File: config.mk
export PLATFORM = sky130hd
export DESIGN_NAME = load_store_unit_flat
export DESIGN_NICKNAME = d
export VERILOG_FILES = /design/src/rtl/load_store_unit_pkg.sv /design/src/rtl/load_store_unit_if.sv /design/src/rtl/load_align.sv /design/src/rtl/load_store_unit.sv /design/src/flat_wrapper.sv
export SDC_FILE = /design/constraint.sdc
export NUM_CORES = 1
export LEC_CHECK = 0
export CORE_AREA = 8 8 124 114
export DETAILED_ROUTE_END_ITERATION = 8
export DIE_AREA = 0 0 132 122
export PLACE_DENSITY = 0.85
export SLEW_MARGIN = 10
export SYNTH_ARGS = -nofsm -noshare
export SYNTH_HDL_FRONTEND = slang
export SYNTH_SLANG_ARGS = --single-unit
File: constraint.sdc
create_clock -name clk -period 5.1 [get_ports clk]
set_input_delay 1.02 -clock clk [delete_from_list [all_inputs] [get_ports clk]]
set_output_delay 1.02 -clock clk [all_outputs]
set_load 0.01 [all_outputs]
File: src/rtl/load_store_unit_pkg.sv
// Shared encodings and request-decoding helpers for the RV32I load/store unit.
// Covers FSM states, fault causes, funct3 codes and byte-lane/store-data shaping.
package load_store_unit_pkg;

  typedef enum logic [1:0] {
    ST_IDLE = 2'd0,
    ST_REQ  = 2'd1,
    ST_WAIT = 2'd2,
    ST_RESP = 2'd3
  } lsu_state_e;

  typedef enum logic [1:0] {
    CAUSE_NONE     = 2'b00,
    CAUSE_MISALIGN = 2'b01,
    CAUSE_TIMEOUT  = 2'b10,
    CAUSE_ILLEGAL  = 2'b11
  } fault_cause_e;

  localparam logic [2:0] F3_B  = 3'd0;
  localparam logic [2:0] F3_H  = 3'd1;
  localparam logic [2:0] F3_W  = 3'd2;
  localparam logic [2:0] F3_BU = 3'd4;
  localparam logic [2:0] F3_HU = 3'd5;

  function automatic logic f3_legal(input logic is_store, input logic [2:0] f3);
    logic ok;
    ok = (f3 == F3_B) || (f3 == F3_H) || (f3 == F3_W);
    if (!is_store) begin
      ok = ok || (f3 == F3_BU) || (f3 == F3_HU);
    end
    return ok;
  endfunction

  function automatic logic f3_misaligned(input logic [2:0] f3, input logic [1:0] off);
    logic bad;
    case (f3)
      F3_H, F3_HU: bad = off[0];
      F3_W:        bad = (off != 2'b00);
      default:     bad = 1'b0;
    endcase
    return bad;
  endfunction

  // funct3[1:0] encodes access size for both loads and stores.
  function automatic logic [3:0] byte_enable(input logic [2:0] f3, input logic [1:0] off);
    logic [3:0] be;
    case (f3[1:0])
      2'd0:    be = 4'b0001 << off;
      2'd1:    be = 4'b0011 << off;
      default: be = 4'b1111;
    endcase
    return be;
  endfunction

  function automatic logic [31:0] store_lanes(input logic [2:0] f3, input logic [31:0] wd);
    logic [31:0] lanes;
    case (f3[1:0])
      2'd0:    lanes = {4{wd[7:0]}};
      2'd1:    lanes = {2{wd[15:0]}};
      default: lanes = wd;
    endcase
    return lanes;
  endfunction

endpackage

File: src/rtl/load_store_unit_if.sv
// Data-memory request/grant/response bus between the load/store unit (master)
// and the memory subsystem (slave).
interface load_store_unit_if;
  logic        mem_req;
  logic        mem_we;
  logic [3:0]  mem_be;
  logic [31:0] mem_addr;
  logic [31:0] mem_wdata;
  logic        mem_gnt;
  logic        mem_rvalid;
  logic [31:0] mem_rdata;

  modport master (
    output mem_req, mem_we, mem_be, mem_addr, mem_wdata,
    input  mem_gnt, mem_rvalid, mem_rdata
  );

  modport slave (
    input  mem_req, mem_we, mem_be, mem_addr, mem_wdata,
    output mem_gnt, mem_rvalid, mem_rdata
  );
endinterface

File: src/rtl/load_align.sv
// Shifts the addressed bytes of a memory word down to bit 0 and sign- or
// zero-extends them according to the load funct3 code.
module load_align
  import load_store_unit_pkg::*;
(
  input  logic [31:0] rdata,
  input  logic [1:0]  offset,
  input  logic [2:0]  funct3,
  output logic [31:0] data
);

  logic [31:0]        shifted;
  logic signed [7:0]  byte_s;
  logic signed [15:0] half_s;
  logic signed [31:0] byte_ext;
  logic signed [31:0] half_ext;

  always_comb begin
    shifted  = rdata >> {offset, 3'b000};
    byte_s   = shifted[7:0];
    half_s   = shifted[15:0];
    byte_ext = byte_s;
    half_ext = half_s;
    case (funct3)
      F3_B:    data = byte_ext;
      F3_H:    data = half_ext;
      F3_BU:   data = {24'd0, shifted[7:0]};
      F3_HU:   data = {16'd0, shifted[15:0]};
      default: data = shifted;
    endcase
  end

endmodule

File: src/rtl/load_store_unit.sv
// RV32I load/store unit: accepts one request from execute, checks funct3 and
// alignment, runs a single memory transaction with a timeout, returns a response.
module load_store_unit
  import load_store_unit_pkg::*;
#(
  parameter int MAX_WAIT = 15
) (
  input  logic              clk,
  input  logic              rst,
  input  logic              req_valid,
  output logic              req_ready,
  input  logic              is_store,
  input  logic [2:0]        funct3,
  input  logic [31:0]       addr,
  input  logic [31:0]       wdata,
  input  logic [4:0]        rd_in,
  output logic              resp_valid,
  output logic [31:0]       resp_data,
  output logic [4:0]        rd_out,
  output logic              fault,
  output logic [1:0]        fault_cause,
  load_store_unit_if.master mem
);

  localparam int               CNT_W    = (MAX_WAIT > 1) ? $clog2(MAX_WAIT + 1) : 1;
  localparam logic [CNT_W-1:0] CNT_LAST = CNT_W'(MAX_WAIT - 1);

  lsu_state_e       state_q, state_d;
  logic [CNT_W-1:0] cnt_q, cnt_d;
  fault_cause_e     cause_q, cause_d;

  logic             is_store_q, is_store_d;
  logic [2:0]       funct3_q, funct3_d;
  logic [31:0]      addr_q, addr_d;
  logic [31:0]      wdata_q, wdata_d;
  logic [4:0]       rd_q, rd_d;
  logic [31:0]      data_q, data_d;

  logic [31:0]      load_data;
  logic             accept;
  logic             expire;
  logic             in_req;
  logic             in_resp;

  load_align u_load_align (
    .rdata  (mem.mem_rdata),
    .offset (addr_q[1:0]),
    .funct3 (funct3_q),
    .data   (load_data)
  );

  assign req_ready = (state_q == ST_IDLE) && rst;
  assign accept    = req_valid && req_ready;
  // Last cycle of the REQ+WAIT budget; a completion in this cycle still wins.
  assign expire    = (cnt_q == CNT_LAST);
  assign in_req    = (state_q == ST_REQ);
  assign in_resp   = (state_q == ST_RESP);

  always_comb begin
    state_d    = state_q;
    cnt_d      = cnt_q;
    cause_d    = cause_q;
    is_store_d = is_store_q;
    funct3_d   = funct3_q;
    addr_d     = addr_q;
    wdata_d    = wdata_q;
    rd_d       = rd_q;
    data_d     = data_q;
    case (state_q)
      ST_IDLE: begin
        if (accept) begin
          is_store_d = is_store;
          funct3_d   = funct3;
          addr_d     = addr;
          wdata_d    = wdata;
          rd_d       = rd_in;
          data_d     = '0;
          cnt_d      = '0;
          if (!f3_legal(is_store, funct3)) begin
            cause_d = CAUSE_ILLEGAL;
            state_d = ST_RESP;
          end else if (f3_misaligned(funct3, addr[1:0])) begin
            cause_d = CAUSE_MISALIGN;
            state_d = ST_RESP;
          end else begin
            cause_d = CAUSE_NONE;
            state_d = ST_REQ;
          end
        end
      end
      ST_REQ: begin
        cnt_d = cnt_q + CNT_W'(1);
        if (mem.mem_gnt && is_store_q) begin
          state_d = ST_RESP;
        end else if (mem.mem_gnt && mem.mem_rvalid) begin
          data_d  = load_data;
          state_d = ST_RESP;
        end else if (expire) begin
          cause_d = CAUSE_TIMEOUT;
          state_d = ST_RESP;
        end else if (mem.mem_gnt) begin
          state_d = ST_WAIT;
        end
      end
      ST_WAIT: begin
        cnt_d = cnt_q + CNT_W'(1);
        if (mem.mem_rvalid) begin
          data_d  = load_data;
          state_d = ST_RESP;
        end else if (expire) begin
          cause_d = CAUSE_TIMEOUT;
          state_d = ST_RESP;
        end
      end
      default: begin
        state_d = ST_IDLE;
      end
    endcase
  end

  // Control state: asynchronously cleared so an in-flight transaction is dropped.
  always_ff @(posedge clk or negedge rst) begin
    if (!rst) begin
      state_q <= ST_IDLE;
      cnt_q   <= '0;
      cause_q <= CAUSE_NONE;
    end else begin
      state_q <= state_d;
      cnt_q   <= cnt_d;
      cause_q <= cause_d;
    end
  end

  // Captured request and load result; every output use is qualified by state.
  always_ff @(posedge clk) begin
    is_store_q <= is_store_d;
    funct3_q   <= funct3_d;
    addr_q     <= addr_d;
    wdata_q    <= wdata_d;
    rd_q       <= rd_d;
    data_q     <= data_d;
  end

  always_comb begin
    mem.mem_req   = in_req;
    mem.mem_we    = in_req && is_store_q;
    mem.mem_be    = in_req ? byte_enable(funct3_q, addr_q[1:0]) : 4'b0000;
    mem.mem_addr  = in_req ? {addr_q[31:2], 2'b00} : 32'd0;
    mem.mem_wdata = (in_req && is_store_q) ? store_lanes(funct3_q, wdata_q) : 32'd0;
  end

  always_comb begin
    resp_valid  = in_resp;
    resp_data   = in_resp ? data_q : 32'd0;
    rd_out      = in_resp ? rd_q : 5'd0;
    fault       = in_resp && (cause_q != CAUSE_NONE);
    fault_cause = in_resp ? cause_q : CAUSE_NONE;
  end

endmodule

File: src/flat_wrapper.sv
// flat-port wrapper written by rule: the top's interface ports become plain ports
module load_store_unit_flat import load_store_unit_pkg::*;
#(
  parameter int MAX_WAIT = 15
)
  (clk, rst, req_valid, req_ready, is_store, funct3, addr, wdata, rd_in, resp_valid, resp_data, rd_out, fault, fault_cause, mem_mem_req, mem_mem_we, mem_mem_be, mem_mem_addr, mem_mem_wdata, mem_mem_gnt, mem_mem_rvalid, mem_mem_rdata);
  load_store_unit_if mem_i ();
  input  logic clk;
  input  logic rst;
  input  logic req_valid;
  output logic req_ready;
  input  logic is_store;
  input  logic [2:0] funct3;
  input  logic [31:0] addr;
  input  logic [31:0] wdata;
  input  logic [4:0] rd_in;
  output logic resp_valid;
  output logic [31:0] resp_data;
  output logic [4:0] rd_out;
  output logic fault;
  output logic [1:0] fault_cause;
  output wire logic [$bits(mem_i.mem_req)-1:0] mem_mem_req;
  output wire logic [$bits(mem_i.mem_we)-1:0] mem_mem_we;
  output wire logic [$bits(mem_i.mem_be)-1:0] mem_mem_be;
  output wire logic [$bits(mem_i.mem_addr)-1:0] mem_mem_addr;
  output wire logic [$bits(mem_i.mem_wdata)-1:0] mem_mem_wdata;
  input wire logic [$bits(mem_i.mem_gnt)-1:0] mem_mem_gnt;
  input wire logic [$bits(mem_i.mem_rvalid)-1:0] mem_mem_rvalid;
  input wire logic [$bits(mem_i.mem_rdata)-1:0] mem_mem_rdata;
  assign mem_mem_req = mem_i.mem_req;
  assign mem_mem_we = mem_i.mem_we;
  assign mem_mem_be = mem_i.mem_be;
  assign mem_mem_addr = mem_i.mem_addr;
  assign mem_mem_wdata = mem_i.mem_wdata;
  assign mem_i.mem_gnt = mem_mem_gnt;
  assign mem_i.mem_rvalid = mem_mem_rvalid;
  assign mem_i.mem_rdata = mem_mem_rdata;
  load_store_unit #(.MAX_WAIT(MAX_WAIT)) u_core (.clk(clk), .rst(rst), .req_valid(req_valid), .req_ready(req_ready), .is_store(is_store), .funct3(funct3), .addr(addr), .wdata(wdata), .rd_in(rd_in), .resp_valid(resp_valid), .resp_data(resp_data), .rd_out(rd_out), .fault(fault), .fault_cause(fault_cause), .mem(mem_i));
endmodule
**Word-level counts from Yosys, hierarchy flattened**

Cells that the tools add are included.

- $add $sub $neg: 1
- Eq/ne operators: 20
- Shift operators: 3
- Multiplexer cells: 41
- Reduce and logical (&&, ||, !) cells: 25

Operators with widths:

| kind | count |
|---|---|
| $mux 32 | 7 |
| $pmux 32 s4 | 1 |
| $pmux 32 s3 | 1 |
| $pmux 32 s2 | 1 |
| $mux 2 | 16 |
| $shr 32x5->32 | 1 |
| $pmux 4 s2 | 2 |
| $eq 3x3->1 const B | 4 |
| $pmux 2 s3 | 2 |
| $ne 2x2->1 const B | 5 |
| $reduce_and 5->1 | 2 |
| $mux 4 | 2 |
| $mux 1 | 7 |
| $eq 3x1->1 const B | 2 |
| $logic_and 1x1->1 | 6 |
| $logic_not 3->1 | 2 |
| $reduce_bool 2->1 | 3 |
| $mux 5 | 1 |
| $ne 5x4->1 const B | 1 |
| $add 4x1->4 const B | 1 |
| $eq 2x1->1 const B | 2 |
| $eq 2x2->1 const B | 2 |
| $eq 4x4->1 const B | 1 |
| $logic_not 2->1 | 2 |
| other kinds (11) | 16 |

- Register bits after elaboration: 113
- Bits of input ports: 110
- Output and inout port bits: 112
- Word-level logic and storage cells: 99

**Longest topological paths before layout**

- Depth after elaboration: 15
- Depth in mapped cells: 7
- Depth with buffers taken out: 6

**Hierarchy**

From an unflattened synthesis, not the netlist that was laid out.

- Cells, all modules: 496
- Area total of the unflattened synthesis: 5693.0 µm²

By module, submodules not included:

| module | instances | cells an instance | area each (µm²) | seq. area each (µm²) |
|---|---|---|---|---|
| load_store_unit | 1 | 389 | 4998.5 | 3353.2 |
| load_align | 1 | 107 | 694.4 | 0.0 |

**Worst setup path before layout**

Ideal clock, no wire load.

- Path type: input to register
- Start: input req_valid
- End: register u_core.addr_q[0], enable pin
- Library setup time: 0.440 ns
- Arrival: 2.781 ns
- Data required time: 4.660 ns
- Slack: 1.879 ns
- Cell stages on the path: 1
- Buffers on the path: 0
- Cell sequence: and3_1

- Cells in the longest elaborated chain, start to end: 2

Ends and longest elaborated chain:

| item | RTL line | RTL |
|---|---|---|
| start: declaration | flat_wrapper.sv:10 | `input logic req_valid;` |
| $logic_and 1x1->1 | load_store_unit.sv:53 | `assign accept = req_valid && req_ready;` |
| $reduce_and 2->1 (no line) | -- |  |
| end signal: assignment | load_store_unit.sv:138 | `addr_q <= addr_d;` |
| end: declaration | load_store_unit.sv:34 | `logic [31:0] addr_q, addr_d;` |

No other way between the ends.
A chain may end at the register's enable or synchronous reset.

**Worst setup path after layout**

- Start: register u_core.funct3_q[1]
- End: output mem_mem_wdata[12]

- Cells in the longest elaborated chain, start to end: 3
- Elaborated cells between the ends (all ways): 4
- Those cells by class: 1 x eq/ne; 2 x mux; 1 x reduce/logical

Ends and longest elaborated chain:

| item | RTL line | RTL |
|---|---|---|
| start: declaration | load_store_unit.sv:33 | `logic [2:0] funct3_q, funct3_d;` |
| start signal: assignment | load_store_unit.sv:137 | `funct3_q <= funct3_d;` |
| $eq 2x1->1 / $logic_not 2->1 (equally long branches) | load_store_unit_pkg.sv:57 | `case (f3[1:0])` |
| $pmux 32 s2 (*) | load_store_unit_pkg.sv:57 |  |
| $mux 32 (*) | load_store_unit.sv:149 | `mem.mem_wdata = (in_req && is_store_q) ? store_lanes(funct3_q, wdata_q) : 32'd0;` |
| end: declaration | flat_wrapper.sv:26 | `output wire logic [$bits(mem_i.mem_wdata)-1:0] mem_mem_wdata;` |

Mark *: on every way between the ends. The rest lies on a longest branch, timed or not.

==> reports/qor.yml <==
core_area_um2: 11900
worst_ir_drop_vdd_mv: 0.305
preCtsSetupSlack_ns: 1.55
antenna_found_initial: 0
maxCapViolations: 0
synthFlopType: "edfxtp_1"
tightestPinTransition_ns: 1.20
cp-startpoint: "u_core.funct3_q[1]$_DFFE_PP_"
area_delta_synth_final_pct: 50.1
whs_path_depth: 1
dieHeight_um: 122
drt-initial-drc-count: 402
layout_common_cells: "219 x clkdlybuf4s50_1, 105 x edfxtp_1, 79 x and2_1, 51 x nand2_1, 48 x nor2_1"
fin_cells: 871
layout_setup_ws_ns: 1.07
start_kind: "register"
wl_per_cell_um: 19.5
fin_skew_ns: 0.00424
n_antenna_cell: 0
gp_congestion: 0.863
worstHoldEndpoint: "u_core.cause_q[1]$_DFFE_PN0P_"
critPathMaxFanout: 23
setup_viol: 0
cts_resized: 0
min_period_over_period_pct: 79.0
h-tree-depth: 4
holdBufCountCts: 0
drive_gt1_share_pct: 5.91
maxSlewHeadroom_pct: 19.9
grtUsageTotal_pct: 21.0
cts.clk_slew.worst_paths_ns: 0.05
grt_pass1_vias: 4979
die_area_um2: 16100
start_util_pct: 47.3
root_buffer: "clkbuf_16"
rows: 38
layout.nets: 816
cts_tree: "done"
finalInstanceArea_um2: 8480
synth.area.top_cells: "edfxtp_1 56%, and2_1 8.7%, mux2i_1 7.1%, dfrtp_1 3.5%, nand2_1 3.4%"
syn_avg_cell_area_um2: 11.6
drt_wl_total_um: 17000
r2r_start: "u_core.state_q[0]$_DFFE_PN0P_"
synth_largest_area_cell: "edfxtp_1"
post-route-min-period_ns: 4.03
status: "finished clean"
dp.cells: 841
overflow: 0
clock-sinks: 113
postCtsSetupBuffers: 0
tns_ns: 0
rr_endpoint: "u_core.cause_q[0]$_DFFE_PN0P_"
hp-class: "reg2reg"
critPathRequiredTime_ns: 4.08
grt_pass1_wl_um: 26400
layout_commonest_cell: "clkdlybuf4s50_1"
grt_max_degree: 74
cellPowerDensity_nw_per_um2: 472
hold_viol_final: 0
clock_path_buffers: 2
dp_hpwl_um: 12400
synth_edf_count: 105
synthCells: 487
min_from: "u_core.cause_q[1]$_DFFE_PN0P_"
yosysUniqueCellTypes: 45
rr_worst_depth: 4
drc: 0
via_count: 4609
p_leak_nw: 3.22
clkLatencyLatePin_ns: 0.40
critical_path_class: "reg2out"
ant_nets: 0
numCtsBuffers: 17
synth_area_um2: 5650
rsz0062_at_grt: "false"
slew_violations: 0
final_util_pct: 71.1
post_drt_via_cell_ratio: 5.29
ys_seq_elements: 113
drtPass1Iterations: 5
io_pins: 222
die_w_um: 132
io_buffers: 219
ys_seq_area_share_pct: 59.4
yosysTopAreaCellShare_pct: 55.8
synth-async-reset-ratio_pct: 7.08
end_kind: "output port"
synth-warning-count: 0
p_total_mw: 4.01
critPathArrivalTime_ns: 3.01
fmax_mhz: 248
ff2ff_setup_slack_ns: 2.69
place_area_um2: 7950
finalHoldWorstSlack_ns: 0.522
-- final cells by class --
cell class,count,area [um2]
Fill cell,821,3450
Inverter,6,22.5
Timing Repair Buffer,224,2230
Tap cell,160,200
Multi-Input combinational cell,338,2140
Clock buffer,21,440
Clock inverter,9,92.6
Sequential cell,113,3350
-- cells by family (layout without fill, tap and decap cells) --
logic type	after synthesis	count (layout)	synth area share (%)
mux	44	44	8.08
fa+ha+maj	6	6	1.33
simple gates	210	210	19.0
other cells	1	2	0.0664
flops	113	113	59.4
compound gates	76	76	9.24
buf+inv	37	260	2.90
-- worst max path at each step --
| stage | to | slack, ns | cells past startpoint |
|---|---|---|---|
| 6_report | mem_mem_wdata[12] | 1.07 | 5 |
| 5_1_grt | mem_mem_wdata[9] | 0.85 | 5 |
| 4_1_cts | mem_mem_wdata[12] | 1.11 | 5 |
| 3_5_place_dp | req_ready | 1.55 | 3 |
| 3_3_place_gp | req_ready | 1.57 | 3 |
| 2_1_floorplan | u_core.addr_q[0]$_DFFE_PP_ | 1.88 | 1 |
-- critical path: stages (launching register included) --
cell             delay (ns)
edfxtp_1               0.59
buf_4                  0.34
or2_0                  0.77
nand2_1                0.15
a21oi_1                0.17
clkdlybuf4s50_1        0.58
-- routing by layer --
metal  routed length, um  share of wire, %  global-route usage, %
met1                6550                39                   22.3
met2                8350                49                   36.2
met3                1780                10                   9.14
met4                 304               1.8                   8.53
met5                   0                 0                      0
-- sequential cells by signal, indices dropped and copies added, names as in the netlist --
name and flops:
u_core.addr_q 32, u_core.data_q 32, u_core.wdata_q 32, u_core.rd_q 5, u_core.cnt_q 4, u_core.funct3_q 3, u_core.cause_q 2, u_core.state_q 2
u_core.is_store_q 1
-- Yosys cell counts, types with 5 or more instances --
library cell and instances:
nor2_1 49, o21ai_0 12, and2_1 79, buf_2 7, mux2i_1 40, clkbuf_1 18, nand2_1 51, ha_1 6
and3_1 16, edfxtp_1 105, dfrtp_1 8, a21boi_0 17, a21oi_1 21, inv_1 5, o21a_1 11
-- power breakdown --
group	total (mW)	switching, mW	internal (mW)
combinational	1.50	0.770	0.728
clock	1.08	0.378	0.703
sequential	1.43	0.0913	1.34
total	4.01	1.24	2.77
Power figures use the tool's default switching activity.
